`config.mk`:
```
export PLATFORM = sky130hd
export DESIGN_NAME = dest_reg_drain
export DESIGN_NICKNAME = d
export VERILOG_FILES = /design/src/rtl/dnn_pkg.sv /design/src/rtl/dnn_acc_trunc.sv /design/src/rtl/dest_reg_drain.sv
export SDC_FILE = /design/constraint.sdc
export NUM_CORES = 1
export LEC_CHECK = 0
export CAP_MARGIN = 20
export CORE_MARGIN = 2
export CORE_UTILIZATION = 43
export DETAILED_ROUTE_END_ITERATION = 12
export PLACE_DENSITY = 0.82
export SYNTH_ARGS = -nofsm -noshare
export SYNTH_HDL_FRONTEND = slang
export SYNTH_SLANG_ARGS = --single-unit
export TNS_END_PERCENT = 50
```
`constraint.sdc`:
```
create_clock -name clk -period 2.3 [get_ports clk]
set_clock_uncertainty 0.15 [all_clocks]
set_input_delay 0.23 -clock clk [delete_from_list [all_inputs] [get_ports clk]]
set_output_delay 0.23 -clock clk [all_outputs]
set_load 0.005 [all_outputs]
```
`src/rtl/dnn_pkg.sv`:
```
// Shared constants, types and the accumulator-to-word conversion for the DNN datapath.
//   I_WIDTH    : accumulator bank index width (bank depth 2**I_WIDTH)
//   D_WIDTH    : output word width; raw accumulators are 2*D_WIDTH wide
//   FRAC_SHIFT : LSB position of the kept magnitude field inside a raw accumulator
package dnn_pkg;

  localparam int unsigned I_WIDTH    = 4;
  localparam int unsigned D_WIDTH    = 16;
  localparam int unsigned FRAC_SHIFT = 9;

  localparam int unsigned RAW_WIDTH  = 2 * D_WIDTH;
  localparam int unsigned CNT_WIDTH  = I_WIDTH + 1;
  localparam int unsigned MAG_LSB    = FRAC_SHIFT;
  localparam int unsigned MAG_MSB    = FRAC_SHIFT + D_WIDTH - 2;

  // Drain engine sequencing states.
  typedef enum logic [2:0] {
    IDLE = 3'd0,
    RD   = 3'd1,
    CAP  = 3'd2,
    OUT  = 3'd3,
    FIN  = 3'd4
  } drain_state_t;

  // One converted result word as presented on the output stream.
  typedef struct packed {
    logic [D_WIDTH-1:0] data;
    logic [I_WIDTH-1:0] idx;
    logic               last;
  } drain_out_t;

  // Sign bit followed by the truncated magnitude field; no rounding or saturation.
  function automatic logic [D_WIDTH-1:0] acc_to_word(input logic [RAW_WIDTH-1:0] raw);
    return {raw[RAW_WIDTH-1], raw[MAG_MSB:MAG_LSB]};
  endfunction

endpackage

```
`src/rtl/dnn_acc_trunc.sv`:
```
// Combinational accumulator-to-word converter shared by the writeback paths.
// Optional build macro: DEST_DRAIN_RELU_EN -- negative accumulators convert to zero.
// Without it the sign bit is passed through and the word is signed.
// Ports:
//   raw    in   RAW_WIDTH  raw accumulator value
//   word_c out  D_WIDTH    converted word (combinational)
module dnn_acc_trunc
  import dnn_pkg::*;
(
  input  logic [RAW_WIDTH-1:0] raw,
  output logic [D_WIDTH-1:0]   word_c
);

  // Bits above the magnitude field (other than the sign) and the fraction are dropped.
  logic unused_raw_bits;
  assign unused_raw_bits = ^{raw[RAW_WIDTH-2:MAG_MSB+1], raw[MAG_LSB-1:0]};

  // Conversion with optional ReLU clamp.
  always_comb begin
`ifdef DEST_DRAIN_RELU_EN
    word_c = raw[RAW_WIDTH-1] ? '0 : acc_to_word(raw);
`else
    word_c = acc_to_word(raw);
`endif
  end

endmodule

```
`src/rtl/dest_reg_drain.sv`:
```
// Drain engine for the destination accumulator bank: walks a contiguous (wrapping)
// index range, issues one raw read per entry, converts each accumulator to a
// D_WIDTH word and streams it out over valid/ready.
// Optional build macro: DEST_DRAIN_RELU_EN (ReLU in the converter, see dnn_acc_trunc).
// Ports:
//   clk          in   rising-edge clock
//   rst          in   synchronous active-low reset
//   start        in   begin a drain (accepted only when idle)
//   base_idx     in   first bank index
//   count        in   number of entries, 0..2**I_WIDTH
//   busy         out  drain in progress
//   done         out  one-cycle completion pulse
//   rd_idx       out  bank read index
//   rd_raw_en    out  bank read strobe; data returns the following cycle
//   rd_raw_data  in   raw accumulator from the bank
//   out_data     out  converted word
//   out_idx      out  bank index of out_data
//   out_valid    out  out_data/out_idx/out_last valid
//   out_ready    in   downstream accept
//   out_last     out  final word of the drain
module dest_reg_drain
  import dnn_pkg::*;
(
  input  logic                 clk,
  input  logic                 rst,
  input  logic                 start,
  input  logic [I_WIDTH-1:0]   base_idx,
  input  logic [I_WIDTH:0]     count,
  output logic                 busy,
  output logic                 done,
  output logic [I_WIDTH-1:0]   rd_idx,
  output logic                 rd_raw_en,
  input  logic [RAW_WIDTH-1:0] rd_raw_data,
  output logic [D_WIDTH-1:0]   out_data,
  output logic [I_WIDTH-1:0]   out_idx,
  output logic                 out_valid,
  input  logic                 out_ready,
  output logic                 out_last
);

  drain_state_t         state_q, state_d;
  logic [I_WIDTH-1:0]   ptr_q, ptr_d;
  logic [CNT_WIDTH-1:0] rem_q, rem_d;
  logic                 busy_q, busy_d;
  logic                 done_q, done_d;
  logic                 rd_en_q, rd_en_d;
  logic [I_WIDTH-1:0]   rd_idx_q, rd_idx_d;
  logic                 out_valid_q, out_valid_d;
  drain_out_t           out_q, out_d;
  logic [D_WIDTH-1:0]   conv_word_c;
  logic                 last_entry_c;

  // Converter on the bank return path.
  dnn_acc_trunc u_trunc (
    .raw    (rd_raw_data),
    .word_c (conv_word_c)
  );

  assign last_entry_c = (rem_q == CNT_WIDTH'(1));

  // Next-state and next-output logic; outputs are registered from the *_d values.
  always_comb begin
    state_d     = state_q;
    ptr_d       = ptr_q;
    rem_d       = rem_q;
    busy_d      = busy_q;
    done_d      = 1'b0;
    rd_en_d     = 1'b0;
    rd_idx_d    = rd_idx_q;
    out_valid_d = out_valid_q;
    out_d       = out_q;

    unique case (state_q)
      IDLE: begin
        if (start) begin
          if (count != '0) begin
            ptr_d    = base_idx;
            rem_d    = count;
            busy_d   = 1'b1;
            rd_en_d  = 1'b1;
            rd_idx_d = base_idx;
            state_d  = RD;
          end else begin
            // Empty drain: straight to completion without touching the bank.
            done_d  = 1'b1;
            busy_d  = 1'b0;
            state_d = FIN;
          end
        end
      end

      RD: begin
        state_d = CAP;
      end

      CAP: begin
        out_d.data  = conv_word_c;
        out_d.idx   = ptr_q;
        out_d.last  = last_entry_c;
        out_valid_d = 1'b1;
        state_d     = OUT;
      end

      OUT: begin
        if (out_ready) begin
          out_valid_d = 1'b0;
          out_d.last  = 1'b0;
          ptr_d       = ptr_q + I_WIDTH'(1);
          rem_d       = rem_q - CNT_WIDTH'(1);
          if (last_entry_c) begin
            done_d  = 1'b1;
            busy_d  = 1'b0;
            state_d = FIN;
          end else begin
            rd_en_d  = 1'b1;
            rd_idx_d = ptr_q + I_WIDTH'(1);
            state_d  = RD;
          end
        end
      end

      FIN: begin
        state_d = IDLE;
      end

      default: begin
        state_d = IDLE;
      end
    endcase
  end

  // State and output registers.
  always_ff @(posedge clk) begin
    if (!rst) begin
      state_q     <= IDLE;
      ptr_q       <= '0;
      rem_q       <= '0;
      busy_q      <= 1'b0;
      done_q      <= 1'b0;
      rd_en_q     <= 1'b0;
      rd_idx_q    <= '0;
      out_valid_q <= 1'b0;
      out_q       <= '0;
    end else begin
      state_q     <= state_d;
      ptr_q       <= ptr_d;
      rem_q       <= rem_d;
      busy_q      <= busy_d;
      done_q      <= done_d;
      rd_en_q     <= rd_en_d;
      rd_idx_q    <= rd_idx_d;
      out_valid_q <= out_valid_d;
      out_q       <= out_d;
    end
  end

  assign busy      = busy_q;
  assign done      = done_q;
  assign rd_raw_en = rd_en_q;
  assign rd_idx    = rd_idx_q;
  assign out_valid = out_valid_q;
  assign out_data  = out_q.data;
  assign out_idx   = out_q.idx;
  assign out_last  = out_q.last;

endmodule
```
==> flow_summary_export.csv <==
group,metric,value,unit
final_layout,antennaDiodeCount,0,
detailed_routing,wl,4370,um
final_layout,final_cell_area,0.00260,mm2
critical_path,end_kind,"register",
placed_design,io_buffers,57,
clocking,clkTransAtPathRegs,0.08,ns
clocking,cts_sinks,41,
floorplan,dieWidth,70.6,um
clocking,post_cts_buffers,0,
clocking,worstSkewPairLatency,0.29,ns
power,intPower,1.26,mW
floorplan,dieArea,0.00498,mm2
power,power_frac_comb,0.251,
grt,overflow,0,
grt,grt_pass1_vias,1602,
final_layout,syn_to_final_growth,36.5,%
synth,seq_area_frac_synth,0.431,
sta,fmax,505,MHz
final_layout,final-seq-area,821,um2
clocking,cts_resized,0,
synth,ys_async_sr_fraction,0,
synth,yosysWarningCount,0,
power,seqPwrFrac,0.474,
grt,grt_pass1_wl,7570,um
synth,synth_top_area_frac,0.431,
sta,hold_violations,0,
sta,drv_slew,0,
sta,setup_tns,0,ns
final_layout,multiInputGateArea,976,um2
power,power_leakage,0.974,nW
detailed_routing,routedWlPerCell,13.2,um
synth,synthTopCellsByCount,"nand2_1, dfxtp_1, a21oi_1, nor2_1, inv_1",
grt,use_met1,0.257,
synth,synth_edf_count,0,
placed_design,dpl.hpwl,3120,um
outcome,status,"finished clean",
synth,synthCells,222,
grt,grt_use_total,0.186,
detailed_routing,drc_errors,0,
detailed_routing,dr.pass1.iters,4,
synth,ys_types,48,
synth,synthFlopType,"dfxtp_1",
grt,gr-usage-met2,0.297,
synth,yosys-top-cells-area,"dfxtp_1, nand2_1, a21oi_1",
floorplan,io_pins,74,
clocking,holdBufCountCts,0,
detailed_routing,ant_nets,0,
power,ir_drop,0.359,mV
flow_run,cap_violations,0,
synth,synth_most_common_cell,"nand2_1",
grt,gr-max-usage-layer,"met2",
hold_path,hold_path.startpoint,"out_data[14]",
floorplan,die_h,70.6,um
hold_path,hp-class,"reg2reg",
critical_path,critPathMaxFanout,14,
clocking,cts_root_buffer,"clkbuf_8",
synth,synth.avg_cell_area,8.58,um2
sta,period_needed,1.98,ns
power,p_total,1.79,mW
critical_path,critPathKind,"reg2reg",
power,power_switching,529,uW
sta,period_share,0.861,
detailed_routing,vias,1739,
power,powerDensity,687,mW/mm2
critical_path,regToRegStartpoint,"state_q[0]",
detailed_routing,vias_per_cell,5.24,
clocking,htree_levels,2,
critical_path,crit_start,"state_q[0]",
detailed_routing,drt_iter0_drc,87,
synth,syn_nets,270,
clocking,cts_tree,"yes",
grt,use_met3,0.0513,
synth,ys_ff_latch,41,
floorplan,rows,24,
placed_design,dpl-instance-area,0.00250,mm2
critical_path,crit_path_start_kind,"register",
sta,setup_viol,0,
final_layout,fill_cells,425,
clocking,cts_inserted_buffers,5,
power,clkPwrFrac,0.276,
final_layout,finalNetCount,327,
grt,grt_max_degree,22,
critical_path,critPathArrivalTime,1.99,ns
synth,post-synth-top-area-cell,"dfxtp_1",
final_layout,drive_above_1_share,0.100,
placed_design,gp_congestion,0.805,
critical_path,required,2.31,ns
clocking,cts_buffer_depth,2,
sta,worstMarginPinSlew,0.621,ns
sta,slew_headroom,0.585,
synth,syn_area,0.00190,mm2
sta,rsz0062_at_grt,"false",
floorplan,initial_utilization,0.440,
power,p_sw_frac,0.296,
grt,antenna_found_initial,0,
floorplan,core,0.00432,mm2
==> through the flow <==
stage                     hold WS [ns]  std cells  setup slack, ns   util
after global placement           0.292        324            0.272  0.579
after floorplan                  0.189        222            0.692      -
after global routing             0.327        332            0.124  0.601
after CTS                        0.308        332            0.309  0.601
after detailed placement         0.298        324            0.200  0.579
final                            0.306        332            0.319  0.601
==> layout by cell type, fill, tap and decap left out, types with 2 or more instances in the layout <==
cell type and n:
nor4b_2 2, o41ai_1 2, mux2_2 2, nand2_1 56, or2_2 2, nand2b_1 2
nor3_1 4, o21ai_0 4, nor3b_1 2, a21oi_1 31, dfxtp_1 41, mux2i_1 4
ha_1 3, buf_4 6, nand3_1 4, o311ai_0 2, nor2_1 12, clkbuf_8 6
a31oi_1 3, inv_1 6, o2111ai_1 2, clkdlybuf4s50_1 57
==> cells by family (layout without fill, tap and decap cells) <==
kind of cell	after synthesis	in the layout	share of synthesized area
compound gates	57	57	0.212
xor+xnor	2	2	0.00920
fa+ha+maj	3	3	0.0197
buf+inv	20	78	0.0565
flops	41	41	0.431
mux	6	6	0.0329
simple gates	93	93	0.239
==> layout make-up <==
| type | count | share of cell area |
|---|---|---|
| clock buffer | 6 | 0.0318 |
| sequential | 41 | 0.316 |
| tap | 52 | 0.0250 |
| inverter | 7 | 0.0101 |
| clock inverter | 2 | 0.00529 |
| timing repair buffer | 63 | 0.237 |
| multi-input combinational | 161 | 0.375 |
==> critical path, cell delays in order (launching register included) <==
cell      delay (ns)
dfxtp_1         0.47
nor4b_2         0.47
a41oi_2         0.18
o311ai_0        0.45
o41ai_1         0.13
==> routing by layer <==
metal / part of all wire / wire length [um]
met4: 0.0039 / 17
met2: 0.48 / 2080
met3: 0.047 / 204
met5: 0 / 0
met1: 0.47 / 2070
==> state kept, by name (all words and copies together), names as in the netlist <==
register	cells
out_data	16
out_idx	4
out_last	1
rem_q	5
state_q	3
done	1
rd_idx	4
ptr_q	4
rd_raw_en	1
busy	1
out_valid	1
==> path summary, 6_finish.rpt <==
path	end	slack (ns)	cells after the start
max	rem_q[4]	0.32	4
min	out_data[14]	0.31	2
max reg2reg	rem_q[4]	0.32	4
min reg2reg	out_data[14]	0.31	2
==> power by group through the flow <==
stage	sequential (mW)	clock (mW)	combinational (mW)
after floorplan	0.843	0	0.281
after global placement	0.857	0	0.440
after detailed placement	0.861	0	0.449
after CTS	0.845	0.509	0.453
after global routing	0.858	0.541	0.497
final	0.846	0.492	0.448
Note: power is estimated with default switching activity, not from simulation.
